[src/rtl/mem_port_arbiter_if.sv]
// Purpose: bundles the requester (C/D) handshakes, the shared memory port and
// the arbiter status signals used by mem_port_arbiter.
// Signals:
//   c_*/d_*  : request, write flag, address, write data, read data, ack per requester
//   m_*      : shared memory address / write data / write enable / read data
//   busy     : arbiter owns the memory port
//   gnt_id   : granted requester (0 = C, 1 = D), meaningful while busy
// Modports: slave = arbiter side, master = requesters + memory side.
interface mem_port_arbiter_if #(
  parameter int AW = 32,
  parameter int DW = 32
);
  logic          c_req;
  logic          c_we;
  logic [AW-1:0] c_adr;
  logic [DW-1:0] c_wdata;
  logic [DW-1:0] c_rdata;
  logic          c_ack;

  logic          d_req;
  logic          d_we;
  logic [AW-1:0] d_adr;
  logic [DW-1:0] d_wdata;
  logic [DW-1:0] d_rdata;
  logic          d_ack;

  logic [AW-1:0] m_adr;
  logic [DW-1:0] m_wdata;
  logic          m_we;
  logic [DW-1:0] m_rdata;

  logic          busy;
  logic          gnt_id;

  modport slave (
    input  c_req, c_we, c_adr, c_wdata,
    input  d_req, d_we, d_adr, d_wdata,
    input  m_rdata,
    output c_rdata, c_ack, d_rdata, d_ack,
    output m_adr, m_wdata, m_we,
    output busy, gnt_id
  );

  modport master (
    output c_req, c_we, c_adr, c_wdata,
    output d_req, d_we, d_adr, d_wdata,
    output m_rdata,
    input  c_rdata, c_ack, d_rdata, d_ack,
    input  m_adr, m_wdata, m_we,
    input  busy, gnt_id
  );
endinterface

[src/rtl/mem_port_arbiter.sv]
// Purpose: shares the single unified memory port between the CPU (C) and the
// DMA/debug loader (D). One transaction at a time, round-robin on ties.
// Ports:
//   clk   : clock, rising edge
//   reset : asynchronous, active-high
//   bus   : mem_port_arbiter_if.slave (requester handshakes, memory port, status)
// Parameters: MEM_LAT (1..7) cycles the address is held before m_rdata is
// sampled; AW / DW address and data widths.
//
// state  | meaning
// IDLE   | no transaction; arbitrate between c_req and d_req
// ACCESS | address/data held on the memory port for MEM_LAT cycles
// DONE   | one-cycle ack to the granted requester, update round-robin pointer
module mem_port_arbiter #(
  parameter int MEM_LAT = 1,
  parameter int AW      = 32,
  parameter int DW      = 32
) (
  input  logic              clk,
  input  logic              reset,
  mem_port_arbiter_if.slave bus
);

  typedef enum logic [1:0] {S_IDLE, S_ACCESS, S_DONE} state_t;

  localparam logic [2:0] CNT_INIT = 3'(MEM_LAT - 1);

  state_t        state_q, state_d;
  logic [2:0]    cnt_q, cnt_d;
  logic          we_q, we_d;
  logic          gnt_q, gnt_d;
  logic          last_q, last_d;
  logic [AW-1:0] adr_q, adr_d;
  logic [DW-1:0] wdata_q, wdata_d;
  logic [DW-1:0] c_rdata_q, c_rdata_d;
  logic [DW-1:0] d_rdata_q, d_rdata_d;
  logic          win;

  always_ff @(posedge clk or posedge reset) begin
    if (reset) begin
      state_q   <= S_IDLE;
      cnt_q     <= '0;
      we_q      <= 1'b0;
      gnt_q     <= 1'b0;
      last_q    <= 1'b1;
      adr_q     <= '0;
      wdata_q   <= '0;
      c_rdata_q <= '0;
      d_rdata_q <= '0;
    end else begin
      state_q   <= state_d;
      cnt_q     <= cnt_d;
      we_q      <= we_d;
      gnt_q     <= gnt_d;
      last_q    <= last_d;
      adr_q     <= adr_d;
      wdata_q   <= wdata_d;
      c_rdata_q <= c_rdata_d;
      d_rdata_q <= d_rdata_d;
    end
  end

  always_comb begin
    state_d   = state_q;
    cnt_d     = cnt_q;
    we_d      = we_q;
    gnt_d     = gnt_q;
    last_d    = last_q;
    adr_d     = adr_q;
    wdata_d   = wdata_q;
    c_rdata_d = c_rdata_q;
    d_rdata_d = d_rdata_q;
    // D wins when alone, or on a tie when C was served last.
    win       = bus.d_req && (!bus.c_req || !last_q);

    case (state_q)
      S_IDLE: begin
        if (bus.c_req || bus.d_req) begin
          gnt_d   = win;
          adr_d   = win ? bus.d_adr   : bus.c_adr;
          wdata_d = win ? bus.d_wdata : bus.c_wdata;
          we_d    = win ? bus.d_we    : bus.c_we;
          cnt_d   = CNT_INIT;
          state_d = S_ACCESS;
        end
      end
      S_ACCESS: begin
        if (cnt_q == 3'd0) begin
          state_d = S_DONE;
          if (!we_q) begin
            if (gnt_q) d_rdata_d = bus.m_rdata;
            else       c_rdata_d = bus.m_rdata;
          end
        end else begin
          cnt_d = cnt_q - 3'd1;
        end
      end
      S_DONE: begin
        last_d  = gnt_q;
        state_d = S_IDLE;
      end
      default: state_d = S_IDLE;
    endcase
  end

  // Decoded from state so reset drops the write strobe and acks at once.
  // The counter still holds its load value only in the first ACCESS cycle,
  // which gives exactly one write strobe per transaction.
  assign bus.m_we    = (state_q == S_ACCESS) && we_q && (cnt_q == CNT_INIT);
  assign bus.m_adr   = adr_q;
  assign bus.m_wdata = wdata_q;
  assign bus.busy    = (state_q != S_IDLE);
  assign bus.gnt_id  = gnt_q;
  assign bus.c_ack   = (state_q == S_DONE) && !gnt_q;
  assign bus.d_ack   = (state_q == S_DONE) && gnt_q;
  assign bus.c_rdata = c_rdata_q;
  assign bus.d_rdata = d_rdata_q;

endmodule

[src/flat_wrapper.sv]
// flat-port wrapper written by rule: the top's interface ports become plain ports
module mem_port_arbiter_flat 
#(
  parameter int MEM_LAT = 1,
  parameter int AW      = 32,
  parameter int DW      = 32
)
  (clk, reset, bus_c_req, bus_c_we, bus_c_adr, bus_c_wdata, bus_d_req, bus_d_we, bus_d_adr, bus_d_wdata, bus_m_rdata, bus_c_rdata, bus_c_ack, bus_d_rdata, bus_d_ack, bus_m_adr, bus_m_wdata, bus_m_we, bus_busy, bus_gnt_id);
  mem_port_arbiter_if #(.AW(AW), .DW(DW)) bus_i ();
  input  logic clk;
  input  logic reset;
  input wire logic [$bits(bus_i.c_req)-1:0] bus_c_req;
  input wire logic [$bits(bus_i.c_we)-1:0] bus_c_we;
  input wire logic [$bits(bus_i.c_adr)-1:0] bus_c_adr;
  input wire logic [$bits(bus_i.c_wdata)-1:0] bus_c_wdata;
  input wire logic [$bits(bus_i.d_req)-1:0] bus_d_req;
  input wire logic [$bits(bus_i.d_we)-1:0] bus_d_we;
  input wire logic [$bits(bus_i.d_adr)-1:0] bus_d_adr;
  input wire logic [$bits(bus_i.d_wdata)-1:0] bus_d_wdata;
  input wire logic [$bits(bus_i.m_rdata)-1:0] bus_m_rdata;
  output wire logic [$bits(bus_i.c_rdata)-1:0] bus_c_rdata;
  output wire logic [$bits(bus_i.c_ack)-1:0] bus_c_ack;
  output wire logic [$bits(bus_i.d_rdata)-1:0] bus_d_rdata;
  output wire logic [$bits(bus_i.d_ack)-1:0] bus_d_ack;
  output wire logic [$bits(bus_i.m_adr)-1:0] bus_m_adr;
  output wire logic [$bits(bus_i.m_wdata)-1:0] bus_m_wdata;
  output wire logic [$bits(bus_i.m_we)-1:0] bus_m_we;
  output wire logic [$bits(bus_i.busy)-1:0] bus_busy;
  output wire logic [$bits(bus_i.gnt_id)-1:0] bus_gnt_id;
  assign bus_i.c_req = bus_c_req;
  assign bus_i.c_we = bus_c_we;
  assign bus_i.c_adr = bus_c_adr;
  assign bus_i.c_wdata = bus_c_wdata;
  assign bus_i.d_req = bus_d_req;
  assign bus_i.d_we = bus_d_we;
  assign bus_i.d_adr = bus_d_adr;
  assign bus_i.d_wdata = bus_d_wdata;
  assign bus_i.m_rdata = bus_m_rdata;
  assign bus_c_rdata = bus_i.c_rdata;
  assign bus_c_ack = bus_i.c_ack;
  assign bus_d_rdata = bus_i.d_rdata;
  assign bus_d_ack = bus_i.d_ack;
  assign bus_m_adr = bus_i.m_adr;
  assign bus_m_wdata = bus_i.m_wdata;
  assign bus_m_we = bus_i.m_we;
  assign bus_busy = bus_i.busy;
  assign bus_gnt_id = bus_i.gnt_id;
  mem_port_arbiter #(.MEM_LAT(MEM_LAT), .AW(AW), .DW(DW)) u_core (.clk(clk), .reset(reset), .bus(bus_i));
endmodule
[config.mk]
export PLATFORM = sky130hd
export DESIGN_NAME = mem_port_arbiter_flat
export DESIGN_NICKNAME = d
export VERILOG_FILES = /design/src/rtl/mem_port_arbiter_if.sv /design/src/rtl/mem_port_arbiter.sv /design/src/flat_wrapper.sv
export SDC_FILE = /design/constraint.sdc
export NUM_CORES = 1
export LEC_CHECK = 0
export ABC_CLOCK_PERIOD_IN_PS = 5040
export BUFFER_PORTS_ARGS = -buffer_cell sky130_fd_sc_hd__buf_2
export CAP_MARGIN = 20
export CORE_MARGIN = 5
export CORE_UTILIZATION = 34
export DETAILED_ROUTE_END_ITERATION = 10
export PLACE_DENSITY = 0.65
export SLEW_MARGIN = 20
export SYNTH_ARGS = -nofsm -noshare
export SYNTH_HDL_FRONTEND = slang
export SYNTH_SLANG_ARGS = --single-unit
[constraint.sdc]
create_clock -name clk -period 5.04 [get_ports clk]
set_clock_uncertainty 0.05 [all_clocks]
set_input_delay 0.504 -clock clk [delete_from_list [all_inputs] [get_ports clk]]
set_output_delay 0.504 -clock clk [all_outputs]
set_load 0.005 [all_outputs]
; ---- Word-level counts from Yosys, hierarchy flattened
; Cells that the tools add are included.
[op_classes]
div_mod_pow = 0
n_eq_ne = 5
bitwise_logic = 2
add_sub_neg = 1
muxes = 9
n_shift = 0
n_lt_le_gt_ge = 0
n_reduce_logical = 19
multipliers = 0
[op_table]
columns = op, n
row1 = two-way mux 32 bit, 2
row2 = AND reduction 4 bit, 2
row3 = two-way mux 3 bit, 2
row4 = case mux 3 bit (2 select lines), 1
row5 = logical AND 1 bit, 5
row6 = two-way mux 2 bit, 2
row7 = "!= test 2 x 1 -> 1 bit, second input constant", 2
row8 = case mux 2 bit (2 select lines), 1
row9 = AND reduction 2 bit, 2
row10 = nonzero test 2 bit, 2
row11 = logical NOT 1 bit, 3
row12 = logical NOT 3 bit, 1
row13 = AND reduction 3 bit, 1
row14 = "subtractor 3 x 1 -> 3 bit, second input constant", 1
row15 = "equality test 2 x 1 -> 1 bit, second input constant", 1
row16 = "equality test 2 bit, second input constant", 1
row17 = logical NOT 2 bit, 1
row18 = logical OR 1 bit, 2
row19 = "!= test 2 bit, second input constant", 1
row20 = NOT 1 bit, 2
row21 = two-way mux 1 bit, 1
[totals]
regBits = 136
elab_cells = 45
latch_bits = 0
in_bits = 166
output_inout_bits = 133
memories = 0
romBits = 0
ramBits = 0

; ---- Logic depth before layout (Yosys ltp)
[depth]
word_depth = 4
mapped_depth = 6
ltp_nobuf = 5

; ---- Worst setup path after synthesis
; OpenSTA, ideal clock, no wires.
[synth_path]
path_type = input port to flip-flop
startpoint = in bus_d_req
endpoint = reg u_core.adr_q[24], in the netlist u_core.bus.m_adr[24]
arrival_time_ns = 1.543
path_slack_ns = 3.322
path_buffers = 2
setup_ns = 0.125
required_ns = 4.865
cell_stages = 5
path_cell_list = a21bo_2 buf_6 buf_6 mux2_4 mux2_4
[synth_between]
elab_chain_len = 2
elab_cells_between_ends = 4
classes_between = mux (1) / reduce/logical (3)
[synth_rtl]
columns = item, line
row1 = start: declaration, flat_wrapper.sv:16  ; input wire logic [$bits(bus_i.d_req)-1:0] bus_d_req;
row2 = logical AND 1 bit / logical OR 1 bit (equally long branches), "mem_port_arbiter.sv:74, mem_port_arbiter.sv:78"
row3 = two-way mux 32 bit / AND reduction 2 bit (equally long branches), -
row4 = end signal: assignment, mem_port_arbiter.sv:56  ; adr_q <= adr_d;
row5 = end: declaration, mem_port_arbiter.sv:33  ; logic [AW-1:0] adr_q, adr_d;
; Parallel ways exist; a longest one is shown, timed or not.
; A chain may end at the register's enable or synchronous reset.

; ---- Worst setup path after layout
[layout_path]
startpoint = reg u_core.state_q[0]
endpoint = reg u_core.adr_q[31], in the netlist u_core.bus.m_adr[31]
[layout_between]
elab_chain_len = 2
[layout_rtl]
columns = item, line
row1 = start: declaration, mem_port_arbiter.sv:28  ; state_t state_q, state_d;
row2 = start signal: assignment, mem_port_arbiter.sv:51  ; state_q <= state_d;
row3 = logical NOT 2 bit, mem_port_arbiter.sv:76  ; case (state_q)
row4 = AND reduction 2 bit (no source line), -
; No other way between the ends.

==> results.tsv <==
stage	metric	value	unit
sta	Worst Max-Slew Pin Slew	960	ps
cells_and_area	Finished Layout Cells	923	
routing	Starting DRT DRC Count	90	
sta	Max Slew Vio Count	0	
global_route	Total GRT Usage	15.0	%
floorplanning	Die W	145	um
worst_setup_path	WS Path Type	flop to flop	
floorplanning	core box area	0.0180	mm2
synth	Synth Area per Inst	16.5	um2
worst_setup_path	Slowest-stage cell, CP	buf_4	
sta	crit path time final	2570	ps
synth	largest cells by area after synthesis	dfrtp_1 54%, mux2_2 21%, mux2_4 19%, buf_6 1.6%, buf_2 0.80%	
routing	DRT Pass-1 Iters	4	
floorplanning	# rows	49	
worst_setup_path	CP Capture Type	flop	
floorplanning	Initial Utilization	34.6	%
worst_setup_path	Worst Path Buf+Inv	1	
clocking	post_cts resized	0	
routing	final antenna-violating net count	0	
floorplanning	die area	0.0212	mm2
sta	Setup-failing EPs final	0	
routing	Vias	4256	
clocking	H-tree depth	4	
synth	register bit total from synthesis	136	
synth	dominant cell type by area after synthesis	dfrtp_1	
worst_setup_path	crit-path leading delay family	buffers and inverters	
routing	wire per inst	17.4	um
routing	DR vias/cell	4.61	
clocking	clock latency on the worst-skew pair	410	ps
synth	count leader, synth	dfrtp_1	
synth	Most used DFF post-synth	dfrtp_1	
cells_and_area	share of layout cells above drive strength 1	76.9	%
synth	Post-synth EDFFs	0	
hold_path	Worst Hold Class	input port to async pin	
sta	Fin. Hold Viols	0	
synth	ys async rst share	100	%
worst_setup_path	data arrival time of the worst path	2810	ps
worst_setup_path	Max stage delay on crit path	760	ps
run_status	status	completed	
synth	Synth cell types	25	
power_and_ir_drop	Tot Pwr	5350	uW
synth	Syn. warnings	0	
synth	Mapped Area	0.00624	mm2
placement	DP Cell Count	890	
clocking	Clock transition at path regs	60	ps
worst_setup_path	Critical Path RT	5280	ps
placement	dpl hpwl	11.9	mm
global_route	first-pass GRT wire length	25.8	mm
clocking	CTS tree	done	
floorplanning	Die Span Y	145	um
cells_and_area	final net count	848	
sta	Max-slew headroom	36.0	%
floorplanning	io pins	299	
run	max-cap check violation count	0	
global_route	antenna violations before repair	1	
routing	final wirelength	16.0	mm
power_and_ir_drop	P_leak	0.00429	uW
placement	I/O Buffers	298	
clocking	clk sink count	136	
sta	Final Cycle Share	50.9	%
worst_setup_path	worst path cell trace	or2_1 -> nor2_4 -> buf_4 -> mux2_2	
global_route	GRT Residual Overflow	0	
placement	GP Congestion	0.747	
worst_setup_path	crit start category	flop	
sta	setup TNS	0	ps
clocking	cts hold-fix bufs	0	
synth	syn nets	547	
synth	Synth top cells by count	135 x dfrtp_1, 116 x mux2_2, 78 x mux2_4, 10 x buf_2, 9 x buf_6	
routing	DRC	0	
cells_and_area	fillers	1600	
synth	Mapped Cells	379	
power_and_ir_drop	Max VDD drop	353	uV
clocking	TritonCTS buffer count	17	
global_route	largest net degree at the start of global routing	107	
clocking	post-CTS setup buffers	0	
sta	fmax	389	MHz
global_route	vias in the first global route	4863	
synth	Synth top area share	54.2	%
worst_setup_path	worst-path fanout max	56	
clocking	CTS max path bufs	2	
power_and_ir_drop	power density cells	628	mW/mm2
clocking	CTS Root Cell	clkbuf_16	
synth	register area share after synthesis	54.6	%
cells_and_area	Area Growth Syn to Fin	36.7	%
sta	RSZ-0062 raised after global routing	no	
cells in the final DEF (no fill, tap or decap):
| cell | instances |
|---|---|
| a21bo_4 | 1 |
| clkinv_4 | 2 |
| a21o_1 | 1 |
| clkbuf_1 | 1 |
| nand2b_1 | 2 |
| inv_6 | 6 |
| mux2_4 | 78 |
| and2_1 | 1 |
| o31ai_1 | 1 |
| or2_1 | 1 |
| mux2i_1 | 2 |
| nor2_1 | 4 |
| buf_2 | 298 |
| nand3b_1 | 1 |
| clkbuf_16 | 17 |
| buf_4 | 4 |
| nor2_4 | 1 |
| diode_2 | 1 |
| nor2b_1 | 1 |
| ha_1 | 2 |
| nand2_1 | 2 |
| and4bb_2 | 1 |
| o22ai_1 | 1 |
| o2bb2ai_1 | 1 |
| nand3b_2 | 1 |
| o211ai_1 | 1 |
| mux2_2 | 116 |
| bufinv_16 | 3 |
| dfstp_2 | 1 |
| clkinvlp_4 | 2 |
| inv_8 | 2 |
| dfrtp_1 | 135 |
| inv_1 | 3 |
logic make-up after synthesis:
family,count (synthesis),synth area share [%]
muxes,196,40.0
DFF,136,54.6
buffers and inverters,24,2.79
and+or+nand+nor,15,1.42
AOI/OAI and AO/OA,6,0.763
adders and majority gates,2,0.401
stage by stage:
stage	util (%)	setup WS, ps	hold WS [ps]	area [um2]
global placement	43.9	2470	414	7910
CTS	47.3	2410	262	8520
detailed placement	43.9	2390	428	7910
floorplan	-	848	401	6240
global route	47.3	2310	263	8530
finish	47.3	2470	259	8530
per-layer routing:
layer | wire (um) | track usage [%] | part of all wire (%) | vias to the layer above
met5 | 0 | 0 | 0 | -
met3 | 1100 | 4.98 | 6.9 | 11
li1 | - | - | - | 1969
met2 | 8430 | 26.7 | 53 | 174
met1 | 6300 | 17.1 | 39 | 2102
met4 | 194 | 4.43 | 1.2 | 0
area by class of cell:
cell class                      count  area, um2  area share, %
Antenna cell                        1       2.50         0.0294
Clock buffer                       18        429           5.03
Clock inverter                     14        189           2.22
Inverter                            4       20.0          0.235
Multi-Input combinational cell    219       2670           31.3
Sequential cell                   136       3400           39.9
Tap cell                          229        287           3.36
Timing Repair Buffer              302       1520           17.8
path summary, 6_finish.rpt:
check / start / endpoint / slack, ps / cells past startpoint
worst max-delay path: u_core.state_q[0] / u_core.bus.m_adr[31] / 2470 / 4
worst min-delay path: reset / u_core.bus.d_rdata[0] / 260 / 2
worst max register to register: u_core.state_q[0] / u_core.bus.m_adr[31] / 2470 / 4
worst min register to register: u_core.cnt_q[0] / u_core.cnt_q[0] / 430 / 1
max in group asynchronous: reset / u_core.bus.m_wdata[28] / 3700 / 3
min in group clk: bus_m_rdata[23] / u_core.bus.d_rdata[23] / 290 / 2
worst register-to-register path, delay by kind of cell, from the launching register on:
family / cells / cell delay (ps)
AND/OR/NAND/NOR: 2 / 730
multiplexers: 1 / 500
buffers and inverters: 1 / 770
flip-flops: 1 / 410
report_power, final:
part,total [uW],switching (uW),internal (uW)
clock network,1310,512,795
registers,1960,292,1660
logic,2090,827,1260
flip-flops by register name, summed over array words and instances, names as in the netlist:
| name | cells |
|---|---|
| u_core.bus.c_rdata | 32 |
| u_core.bus.gnt_id | 1 |
| u_core.bus.m_adr | 32 |
| u_core.cnt_q | 3 |
| u_core.last_q | 1 |
| u_core.we_q | 1 |
| u_core.bus.m_wdata | 32 |
| u_core.state_q | 2 |
| u_core.bus.d_rdata | 32 |
No activity file was read; power rests on OpenSTA's default activity.
